--- config.mk ---
export PLATFORM = sky130hd
export DESIGN_NAME = mux4_rr_sched
export DESIGN_NICKNAME = d
export VERILOG_FILES = /design/src/rtl/mux4_pkg.sv /design/src/rtl/mux4_rr_pick.sv /design/src/rtl/mux4_rr_sched.sv
export SDC_FILE = /design/constraint.sdc
export NUM_CORES = 1
export LEC_CHECK = 0
export CAP_MARGIN = 20
export CELL_PAD_IN_SITES_DETAIL_PLACEMENT = 2
export CELL_PAD_IN_SITES_GLOBAL_PLACEMENT = 2
export CORE_MARGIN = 2
export CORE_UTILIZATION = 32
export DETAILED_ROUTE_END_ITERATION = 12
export PLACE_DENSITY_LB_ADDON = 0.25
export RECOVER_POWER = 25
export SYNTH_ARGS = -nofsm -noshare
export SYNTH_HDL_FRONTEND = slang
export SYNTH_HIERARCHICAL = 1
export SYNTH_SLANG_ARGS = --single-unit
--- constraint.sdc ---
create_clock -name clk -period 1.94 [get_ports clk]
set_input_delay 0.388 -clock clk [delete_from_list [all_inputs] [get_ports clk]]
set_output_delay 0.388 -clock clk [all_outputs]
set_load 0.02 [all_outputs]
--- src/rtl/mux4_pkg.sv ---
// Shared definitions for the four-requester round-robin mux scheduler.
//   NREQ          : number of requesters (one per mux data input)
//   sel_t         : mux select / requester index
//   sched_state_t : scheduler state (IDLE, OWN)
//   rr_pick       : rotate-priority search returning {found, index}
package mux4_pkg;

    localparam int unsigned NREQ = 4;

    typedef logic [1:0] sel_t;

    typedef enum logic [0:0] {IDLE, OWN} sched_state_t;

    typedef struct packed {
        logic found;
        sel_t idx;
    } pick_t;

    // First requester with req set, searching start, start+1, ... modulo NREQ.
    // Walking the offsets downwards lets the smallest offset win the final assignment.
    function automatic pick_t rr_pick(input logic [NREQ-1:0] req, input sel_t start);
        pick_t res;
        sel_t  idx;
        res = '0;
        for (int i = NREQ - 1; i >= 0; i--) begin
            idx = start + sel_t'(i);
            if (req[idx]) begin
                res.found = 1'b1;
                res.idx   = idx;
            end
        end
        return res;
    endfunction

endpackage

--- src/rtl/mux4_rr_pick.sv ---
// Combinational rotate-priority encoder.
//   req    : request bits
//   start  : index with the highest priority
//   valid  : at least one request bit is set
//   index  : chosen requester index
//   onehot : one-hot form of index, zero when nothing is requested
module mux4_rr_pick
    import mux4_pkg::*;
(
    input  logic [3:0] req,
    input  logic [1:0] start,
    output logic       valid,
    output logic [1:0] index,
    output logic [3:0] onehot
);

    pick_t pick;

    always_comb begin
        pick   = rr_pick(req, start);
        valid  = pick.found;
        index  = pick.idx;
        onehot = pick.found ? (NREQ'(1) << pick.idx) : '0;
    end

endmodule

--- src/rtl/mux4_rr_sched.sv ---
// Round-robin scheduler owning the select pins of a shared 4:1 single-bit mux.
//   clk   : clock, all state updates on the rising edge
//   rst   : synchronous active-high reset
//   req   : request bits, req[k] asks for mux input k
//   grant : one-hot current owner, zero when idle
//   S1/S0 : mux select, owner index (held at last owner while idle)
//   busy  : a grant is active
// Every output comes straight from a register; nothing is combinational from req.
module mux4_rr_sched
    import mux4_pkg::*;
#(
    parameter int unsigned HOLD_CYCLES = 4
) (
    input  logic       clk,
    input  logic       rst,
    input  logic [3:0] req,
    output logic [3:0] grant,
    output logic       S1,
    output logic       S0,
    output logic       busy
);

    localparam int unsigned      CW       = $clog2(HOLD_CYCLES + 1);
    localparam logic [CW-1:0]    HOLD_MAX = CW'(HOLD_CYCLES);

    sched_state_t   state_q, state_d;
    sel_t           ptr_q, ptr_d;
    sel_t           sel_q, sel_d;
    logic [CW-1:0]  cnt_q, cnt_d;
    logic [3:0]     grant_q, grant_d;

    logic           idle_valid;
    sel_t           idle_index;
    logic [3:0]     idle_onehot;

    logic [3:0]     rel_req;
    sel_t           rel_start;
    logic           rel_valid;
    sel_t           rel_index;
    logic [3:0]     rel_onehot;

    // Owner is masked out so a release always prefers one of the other three.
    assign rel_req   = req & ~grant_q;
    assign rel_start = sel_q + 2'd1;

    mux4_rr_pick u_pick_idle (
        .req    (req),
        .start  (ptr_q),
        .valid  (idle_valid),
        .index  (idle_index),
        .onehot (idle_onehot)
    );

    mux4_rr_pick u_pick_rel (
        .req    (rel_req),
        .start  (rel_start),
        .valid  (rel_valid),
        .index  (rel_index),
        .onehot (rel_onehot)
    );

    always_ff @(posedge clk) begin
        if (rst) begin
            state_q <= IDLE;
            ptr_q   <= '0;
            sel_q   <= '0;
            cnt_q   <= '0;
            grant_q <= '0;
        end else begin
            state_q <= state_d;
            ptr_q   <= ptr_d;
            sel_q   <= sel_d;
            cnt_q   <= cnt_d;
            grant_q <= grant_d;
        end
    end

    always_comb begin
        state_d = state_q;
        ptr_d   = ptr_q;
        sel_d   = sel_q;
        cnt_d   = cnt_q;
        grant_d = grant_q;
        unique case (state_q)
            IDLE: begin
                if (idle_valid) begin
                    state_d = OWN;
                    sel_d   = idle_index;
                    grant_d = idle_onehot;
                    cnt_d   = CW'(1);
                end
            end
            OWN: begin
                if (!req[sel_q] || (cnt_q == HOLD_MAX)) begin
                    ptr_d = sel_q + 2'd1;
                    if (rel_valid) begin
                        // Hand over in the same edge, no idle bubble.
                        sel_d   = rel_index;
                        grant_d = rel_onehot;
                        cnt_d   = CW'(1);
                    end else if (req[sel_q]) begin
                        // Hold expired but nobody else wants the mux.
                        cnt_d = CW'(1);
                    end else begin
                        // Select keeps the last owner index while idle.
                        state_d = IDLE;
                        grant_d = '0;
                    end
                end else begin
                    cnt_d = cnt_q + 1'b1;
                end
            end
            default: state_d = IDLE;
        endcase
    end

    always_comb begin
        grant = grant_q;
        S1    = sel_q[1];
        S0    = sel_q[0];
        busy  = (state_q == OWN);
    end

endmodule

==> impl_metrics.py, run 1 <==
metrics = {
    "status": {
        "status": "completed",
    },
    "cts": {
        "cts_max_level": 1,
        "clock_sinks": 12,
        "clock-root-buffer": "clkbuf_4",
        "worstSkewPairLatency_ns": 0.28,
        "cts_tree": "yes",
        "clkTransAtPathRegs_ns": 0.07,
        "clockBufferDepth": 2,
        "post_cts_resize_count": 0,
        "post-cts-setup-buffer-count": 0,
        "numCtsBuffers": 3,
        "ctsHoldBuffers": 0,
    },
    "synthesis": {
        "yosys.area.top_type": "dfxtp_1",
        "yosysMostFrequentCell": "nor2_1",
        "synth-edff-count": 0,
        "synthDistinctLibCells": 38,
        "syn_avg_cell_area_sq_um": 7.69,
        "synth-seq-cells": 12,
        "synth_ff_type": "dfxtp_1",
        "yosys-top-cells-count": "nor2_1, a21oi_1, dfxtp_1, inv_1, nand2_1",
        "yosysWarnings": 6,
        "ys_seq_area_share_pct": 22.1,
        "synthArstFlopShare_pct": 0,
        "netlist_area_sq_mm": 0.00108,
        "synth_cells": 141,
        "synth_top_area_share_pct": 22.1,
        "synth_area_leaders": "dfxtp_1, a21oi_1, nor2_1, inv_1, o311a_1",
        "synth_nets": 149,
    },
    "critical_path": {
        "crit_path_top_delay_cell": "clkdlybuf4s50_1",
        "cp.required_ns": 2.11,
        "start_kind": "input pin",
        "cp_top_family": "compound AO/OA/AOI/OAI gates",
        "path_buf_inv": 1,
        "cp.arrival_ns": 2.03,
        "path_max_fanout": 3,
        "cp_slowest_stage_delay_ns": 0.49,
        "worstSetupEndpointType": "register",
        "rrSetupSlack_ns": 0.17,
        "crit_chain": "clkdlybuf4s50_1, nor2b_1, nand2b_1, a21oi_1, o31a_1, mux2i_1, o21ai_0, o311a_1",
        "path_class": "in -> reg",
    },
    "die": {
        "initial_core_util_pct": 33.0,
        "num_rows": 21,
        "ios": 13,
        "coreArea_sq_mm": 0.00328,
        "dieArea_sq_mm": 0.00387,
        "die_h_um": 62.2,
        "die_w_um": 62.2,
    },
    "timing": {
        "slew_violations": 0,
        "whs_ns": 0.515,
        "setup-tns-final_ns": 0,
        "period_minus_slack_ns": 1.87,
        "worst-slew-pin-transition_ns": 0.358,
        "timing.final.ws_setup_ns": 0.0746,
        "post-route-period-util_pct": 96.2,
        "final-hold-violation-count": 0,
        "setup_viol": 0,
        "fmax_mhz": 536,
        "relSlewSlack_pct": 76.1,
        "worst_clock_skew_ns": 0.00298,
    },
    "global_route": {
        "grt_usage_pct": 21.1,
        "grt_pass1_wl_mm": 6.49,
        "grt_antenna_before_repair": 0,
        "grt_max_degree": 22,
        "grt_overflow": 0,
        "first_global_vias": 1288,
    },
    "routing": {
        "drt_iter0_markers": 66,
        "drtPass1Iterations": 4,
        "drcViolationCount": 0,
        "ant_nets": 0,
        "avgRoutedWirePerCell_um": 17.5,
        "totalWireLength_mm": 3.85,
        "vias": 1214,
        "vias_per_cell": 5.52,
    },
    "cells_and_area": {
        "synthToLayoutAreaGrowth_pct": 35.1,
        "fin_nets": 183,
        "insertedDiodeCount": 0,
        "drive_gt1_share_pct": 25.9,
        "post-route-util_pct": 44.6,
        "final_cell_count_no_fill": 220,
    },
    "place": {
        "hpwl_mm": 3.06,
        "io_buffer_count": 12,
        "pre_cts_slack_ns": -0.253,
        "place.gp.congestion": 0.856,
        "dp.cells": 216,
    },
    "power": {
        "p_int_uw": 672,
        "p_comb_share_pct": 52.1,
        "seq_power_share_pct": 30.1,
        "p_sw_share_pct": 40.8,
        "power_density_mw_per_mm2": 775,
        "power_switching_uw": 464,
        "p_leak_uw": 0.000602,
        "peakVddDrop_mv": 0.314,
        "p_clk_share_pct": 17.9,
    },
    "hold_path": {
        "hold_path.class": "reg -> reg",
    },
    "run": {
        "cap_violations": 0,
    },
}
power by group through the flow:
| stage | Combinational, uW | Clock [uW] | Sequential (uW) |
|---|---|---|---|
| finish | 591 | 203 | 342 |
| CTS | 583 | 208 | 339 |
| global placement | 554 | 0 | 341 |
| global route | 653 | 221 | 346 |
| detailed placement | 577 | 0 | 345 |
| floorplan | 329 | 0 | 347 |
tightest hold or removal path, cell delays in order (launching register included):
cell and delay (ns):
dfxtp_1 0.33, inv_1 0.09, a21oi_1 0.06
path summary, 6_finish.rpt:
path,startpoint,end,cells past startpoint
setup / recovery,req[1],sel_q[1],8
hold / removal,cnt_q[0],cnt_q[0],2
setup reg to reg,sel_q[0],sel_q[1],7
hold reg to reg,cnt_q[0],cnt_q[0],2
stage by stage:
| step | instance area [sq um] | total power (uW) |
|---|---|---|
| floorplan | 1080 | 676 |
| detailed placement | 1400 | 922 |
| finish | 1470 | 1140 |
| global route | 1470 | 1220 |
| global placement | 1400 | 895 |
| CTS | 1440 | 1130 |
routing by layer:
metal  GRT usage (%)  wire length, um  vias to the layer above
met5               0                0                        -
met4            8.33              113                        0
met3            3.99               88                        8
met2            36.0             1900                       13
met1            26.1             1750                      602
li1                -                -                      591
flip-flops by register name, indices dropped and copies added, names as in the netlist:
register	cells
busy	1
cnt_q	3
grant	4
ptr_q	2
sel_q	2
layout make-up:
type / count / area [sq um]
sequential: 12 / 243
clock buffer: 4 / 36.3
fill: 390 / 1820
tap: 46 / 57.6
timing repair buffer: 33 / 278
multi-input combinational: 112 / 800
inverter: 13 / 51.3
cell usage in the layout, fill, tap and decap left out, types with 3 or more instances in the layout:
cell type	count
nand2_1	7
nor2b_1	4
o21ai_0	6
dfxtp_1	10
a21oi_1	14
dlygate4sd3_1	4
clkdlybuf4s50_1	8
buf_4	21
mux2i_1	3
nor3_1	6
clkbuf_4	3
a31oi_1	5
o311a_1	4
nand2b_1	5
o31a_1	4
nor2_1	15
inv_1	12
a22oi_1	4
kinds of logic (layout without fill, tap and decap cells):
logic type | count (synthesis) | count (layout) | synth area share [%]
simple gates | 50 | 50 | 24.5
buf+inv | 17 | 50 | 6.46
flops | 12 | 12 | 22.1
xor+xnor | 1 | 1 | 0.808
compound gates | 53 | 53 | 36.9
fa+ha+maj | 2 | 2 | 2.31
mux | 6 | 6 | 6.92
Power figures use the tool's default switching activity.
==> run 2, diff against run 1 <==
CAP_MARGIN = not set   (was 20)
PLACE_DENSITY_LB_ADDON = 0.1   (was 0.25)
==> impl_metrics.py, run 2 (synthesis gave the netlist of run 1 again) <==
metrics = {
    "routing": {
        "ant_nets": 0,
        "totalWireLength_mm": 4.35,
        "vias_per_cell": 5.57,
        "drcViolationCount": 0,
        "drtPass1Iterations": 4,
        "vias": 1219,
        "drt_iter0_markers": 27,
        "avgRoutedWirePerCell_um": 19.8,
    },
    "cells_and_area": {
        "final_cell_count_no_fill": 219,
        "fin_nets": 182,
        "drive_gt1_share_pct": 26.6,
        "post-route-util_pct": 45.6,
        "design_area_sq_mm": 0.00150,
        "final_common_cell": "buf_4",
        "seq_area_sq_um": 243,
        "synthToLayoutAreaGrowth_pct": 37.9,
        "mostFrequentLayoutCells": "buf_4, nor2_1, a21oi_1",
        "largest_reg_flops": 4,
        "multiInputGateArea_sq_um": 830,
        "nFillCells": 403,
        "insertedDiodeCount": 0,
    },
    "critical_path": {
        "cp.arrival_ns": 2.09,
        "worstSetupEndpointType": "register",
        "path_class": "in -> reg",
        "cp.required_ns": 2.12,
        "worst_path_most_repeated_cell": "nand2_1",
        "crit_path_top_delay_cell": "clkdlybuf4s50_1",
        "start_kind": "input pin",
        "path_max_fanout": 4,
        "cp_slowest_stage_delay_ns": 0.51,
        "crit_chain": "clkdlybuf4s50_1, nor2b_1, nor2_2, nand2_1, nand2_1, a221oi_4, o21ai_0, o311a_1",
    },
    "hold_path": {
        "hold_path.class": "reg -> reg",
    },
    "cts": {
        "cts_max_level": 1,
        "cts_tree": "yes",
        "worstSkewPairLatency_ns": 0.29,
        "numCtsBuffers": 3,
        "clock_sinks": 12,
        "clockBufferDepth": 2,
        "clkTransAtPathRegs_ns": 0.09,
        "clock-root-buffer": "clkbuf_4",
    },
    "timing": {
        "slew_violations": 0,
        "setup-tns-final_ns": 0,
        "final-hold-violation-count": 0,
        "worst-slew-pin-transition_ns": 0.413,
        "setup_viol": 0,
        "relSlewSlack_pct": 72.5,
        "post-route-period-util_pct": 98.6,
        "fmax_mhz": 523,
        "period_minus_slack_ns": 1.91,
        "worst_clock_skew_ns": 0.00648,
    },
    "die": {
        "ios": 13,
        "die_w_um": 62.2,
        "initial_core_util_pct": 33.0,
        "coreArea_sq_mm": 0.00328,
        "num_rows": 21,
        "dieArea_sq_mm": 0.00387,
        "die_h_um": 62.2,
    },
    "place": {
        "hpwl_mm": 3.07,
        "placed_area_sq_mm": 0.00138,
        "place.gp.congestion": 0.769,
        "dp.cells": 213,
        "io_buffer_count": 12,
    },
    "status": {
        "status": "completed",
    },
    "global_route": {
        "grt_antenna_before_repair": 0,
        "grt_max_degree": 15,
        "grt_usage_pct": 22.5,
        "first_global_vias": 1317,
        "grt_pass1_wl_mm": 6.88,
        "grt_overflow": 0,
    },
    "power": {
        "power_density_mw_per_mm2": 778,
        "p_leak_uw": 0.000636,
        "peakVddDrop_mv": 0.479,
    },
    "run": {
        "cap_violations": 0,
    },
}
==> run 2: metrics by stage <==
| step | total power [uW] | hold WS [ns] | worst slack [ns] |
|---|---|---|---|
| after floorplan | 676 | 0.457 | 0.253 |
| after global placement | 877 | 0.469 | -0.233 |
| after detailed placement | 906 | 0.486 | -0.291 |
| after CTS | 1130 | 0.498 | 0.0101 |
| after global routing | 1240 | 0.531 | -0.0814 |
| final | 1160 | 0.500 | 0.0276 |
==> run 2: critical path: cells and delay by family <==
kind,cells,cell delay [ns]
AND/OR/NAND/NOR,4,0.59
buffers and inverters,1,0.51
AO/OA/AOI/OAI,3,0.60
==> run 2: power by group <==
part | total (uW) | switching [uW] | internal [uW]
Combinational | 605 | 333 | 272
Clock | 215 | 101 | 114
Sequential | 345 | 62.4 | 282
Total | 1160 | 496 | 669
==> run 2: path summary, 6_finish.rpt <==
kind                 start        to  slack, ns  cells past startpoint
hold / removal    grant[3]  grant[3]       0.50                      2
hold reg to reg   grant[3]  grant[3]       0.50                      2
setup reg to reg  cnt_q[0]  cnt_q[2]       0.15                      6
setup / recovery    req[3]  sel_q[1]       0.03                      8
==> run 2: layout make-up <==
type / instances / area share, %
multi-input cells: 112 / 55.4
repair buffers: 32 / 18.6
flip-flops and latches: 12 / 16.2
well taps: 46 / 3.85
inverters: 13 / 3.43
clock buffers: 4 / 2.42
==> run 2: layer usage <==
| metal | GRT usage [%] | up-vias | part of all wire, % |
|---|---|---|---|
| li1 | - | 588 | - |
| met1 | 27.5 | 617 | 42 |
| met2 | 42.3 | 10 | 56 |
| met3 | 1.81 | 4 | 1.1 |
| met4 | 5.83 | 0 | 0.83 |
| met5 | 0 | - | 0 |
==> run 2: repair_timing <==
| item | 4_1_cts | 5_1_grt |
|---|---|---|
| hold buffers | 0 | 0 |
| gates resized for setup | 2 | 14 |
| pin swaps | 1 | 0 |
| gates cloned | 0 | 0 |
| setup endpoints to repair | 2 | 8 |
| buffers inserted | 1 | 1 |
==> run 3, diff against run 2 <==
CORE_ASPECT_RATIO = 0.75   (was not set)
==> impl_metrics.py, run 3 (synthesis gave the netlist of run 1 again) <==
metrics = {
    "status": {
        "status": "completed",
    },
    "timing": {
        "slew_violations": 0,
        "relSlewSlack_pct": 76.7,
        "timing.final.ws_setup_ns": 0.0209,
        "period_minus_slack_ns": 1.92,
        "setup_viol": 0,
        "rsz0062_at_grt": "true",
        "fmax_mhz": 521,
        "post-route-period-util_pct": 98.9,
        "final-hold-violation-count": 0,
        "worst-slew-pin-transition_ns": 0.349,
        "worst_clock_skew_ns": 0.000942,
    },
    "die": {
        "initial_core_util_pct": 33.2,
        "ios": 13,
        "num_rows": 18,
        "dieArea_sq_mm": 0.00388,
        "die_h_um": 54.4,
        "coreArea_sq_mm": 0.00327,
        "die_w_um": 71.2,
    },
    "critical_path": {
        "cp_slowest_stage_delay_ns": 0.51,
        "rrSetupSlack_ns": 0.11,
        "start_kind": "input pin",
        "path_class": "in -> reg",
        "worstSetupEndpointType": "register",
        "cp_top_family": "buffers and inverters",
        "cp.arrival_ns": 2.05,
        "crit_chain": "clkdlybuf4s50_1, buf_6, nand2b_1, a21oi_1, o31a_1, mux2i_2, o21ai_1, o311a_1",
        "path_buf_inv": 2,
        "path_max_fanout": 8,
        "crit_path_top_delay_cell": "clkdlybuf4s50_1",
        "cp.required_ns": 2.07,
    },
    "run": {
        "cap_violations": 0,
    },
    "hold_path": {
        "hold_path.class": "reg -> reg",
    },
    "cells_and_area": {
        "drive_gt1_share_pct": 30.2,
        "mostFrequentLayoutCells": "buf_4, a21oi_1, nor2_1",
        "final_cell_count_no_fill": 219,
        "synthToLayoutAreaGrowth_pct": 42.7,
        "fin_nets": 189,
        "largest_reg_flops": 4,
        "insertedDiodeCount": 0,
        "post-route-util_pct": 47.4,
        "final_common_cell": "buf_4",
        "nFillCells": 381,
    },
    "global_route": {
        "grt_max_degree": 22,
        "first_global_vias": 1374,
        "grt_overflow": 0,
        "grt_antenna_before_repair": 0,
        "grt_pass1_wl_mm": 6.79,
        "grt_usage_pct": 23.2,
    },
    "routing": {
        "totalWireLength_mm": 4.53,
        "drt_iter0_markers": 58,
        "vias_per_cell": 5.83,
        "drcViolationCount": 0,
        "vias": 1277,
        "avgRoutedWirePerCell_um": 20.7,
        "drtPass1Iterations": 4,
        "ant_nets": 0,
    },
    "cts": {
        "worstSkewPairLatency_ns": 0.24,
        "clockBufferDepth": 2,
        "cts_tree": "yes",
        "cts_max_level": 1,
        "numCtsBuffers": 3,
        "clock-root-buffer": "clkbuf_8",
        "clock_sinks": 12,
        "clkTransAtPathRegs_ns": 0.05,
    },
    "place": {
        "hpwl_mm": 3.27,
        "place.gp.congestion": 0.839,
        "pre_cts_slack_ns": -0.312,
        "dp.cells": 212,
        "io_buffer_count": 12,
    },
    "power": {
        "power_density_mw_per_mm2": 795,
        "peakVddDrop_mv": 0.412,
        "p_leak_uw": 0.000666,
    },
}
-- run 3: what timing repair did --
| action | in CTS | in global routing |
|---|---|---|
| endpoints found under the setup margin | 2 | 7 |
| pin swaps | 0 | 1 |
| buffers inserted | 1 | 3 |
| resized for setup | 2 | 20 |
| hold buffers | 0 | 0 |
-- run 3: layout make-up --
class / instances / area, sq um / share of cell area (%)
Tap cell: 40 / 50.0 / 3.23
Timing Repair Buffer: 39 / 337 / 21.7
Multi-Input combinational cell: 112 / 826 / 53.4
Inverter: 13 / 51.3 / 3.31
Sequential cell: 12 / 243 / 15.7
Clock buffer: 3 / 41.3 / 2.67
-- run 3: worst register-to-register path: stages (launching register included) --
cell and delay [ns]:
dfxtp_2 0.42, xor2_1 0.23, buf_4 0.21, a21oi_1 0.08, o31a_1 0.30, mux2i_2 0.22, o21ai_1 0.12, o311a_1 0.14
-- run 3: layer usage --
layer	global-route usage, %	share of wire (%)	vias up
met5	0	0	-
met4	7.86	2.3	0
met3	2.03	2.0	9
met2	41.7	49	23
met1	29.9	46	644
li1	-	-	601
-- run 3: per-stage QoR --
step / hold WS, ns / instance area, sq um / total power, uW / TNS (ns)
2_1_floorplan: 0.457 / 1080 / 676 / 0
3_3_place_gp: 0.476 / 1410 / 902 / -1.39
3_5_place_dp: 0.495 / 1410 / 935 / -2.03
4_1_cts: 0.505 / 1460 / 1180 / 0
5_1_grt: 0.550 / 1550 / 1300 / -0.0797
6_report: 0.506 / 1550 / 1230 / 0
-- run 3: path summary, 6_finish.rpt --
kind                               start       end  cells after the start
worst max-delay path              req[1]  sel_q[1]                      8
worst min-delay path            cnt_q[0]  cnt_q[0]                      2
worst max register to register  sel_q[0]  sel_q[1]                      7
worst min register to register  cnt_q[0]  cnt_q[0]                      2
-- run 3: report_power, final --
group	leakage (uW)	internal, uW	switching, uW
Clock	0.0000216	137	95.7
Combinational	0.000545	295	353
Sequential	0.0000998	283	65.7
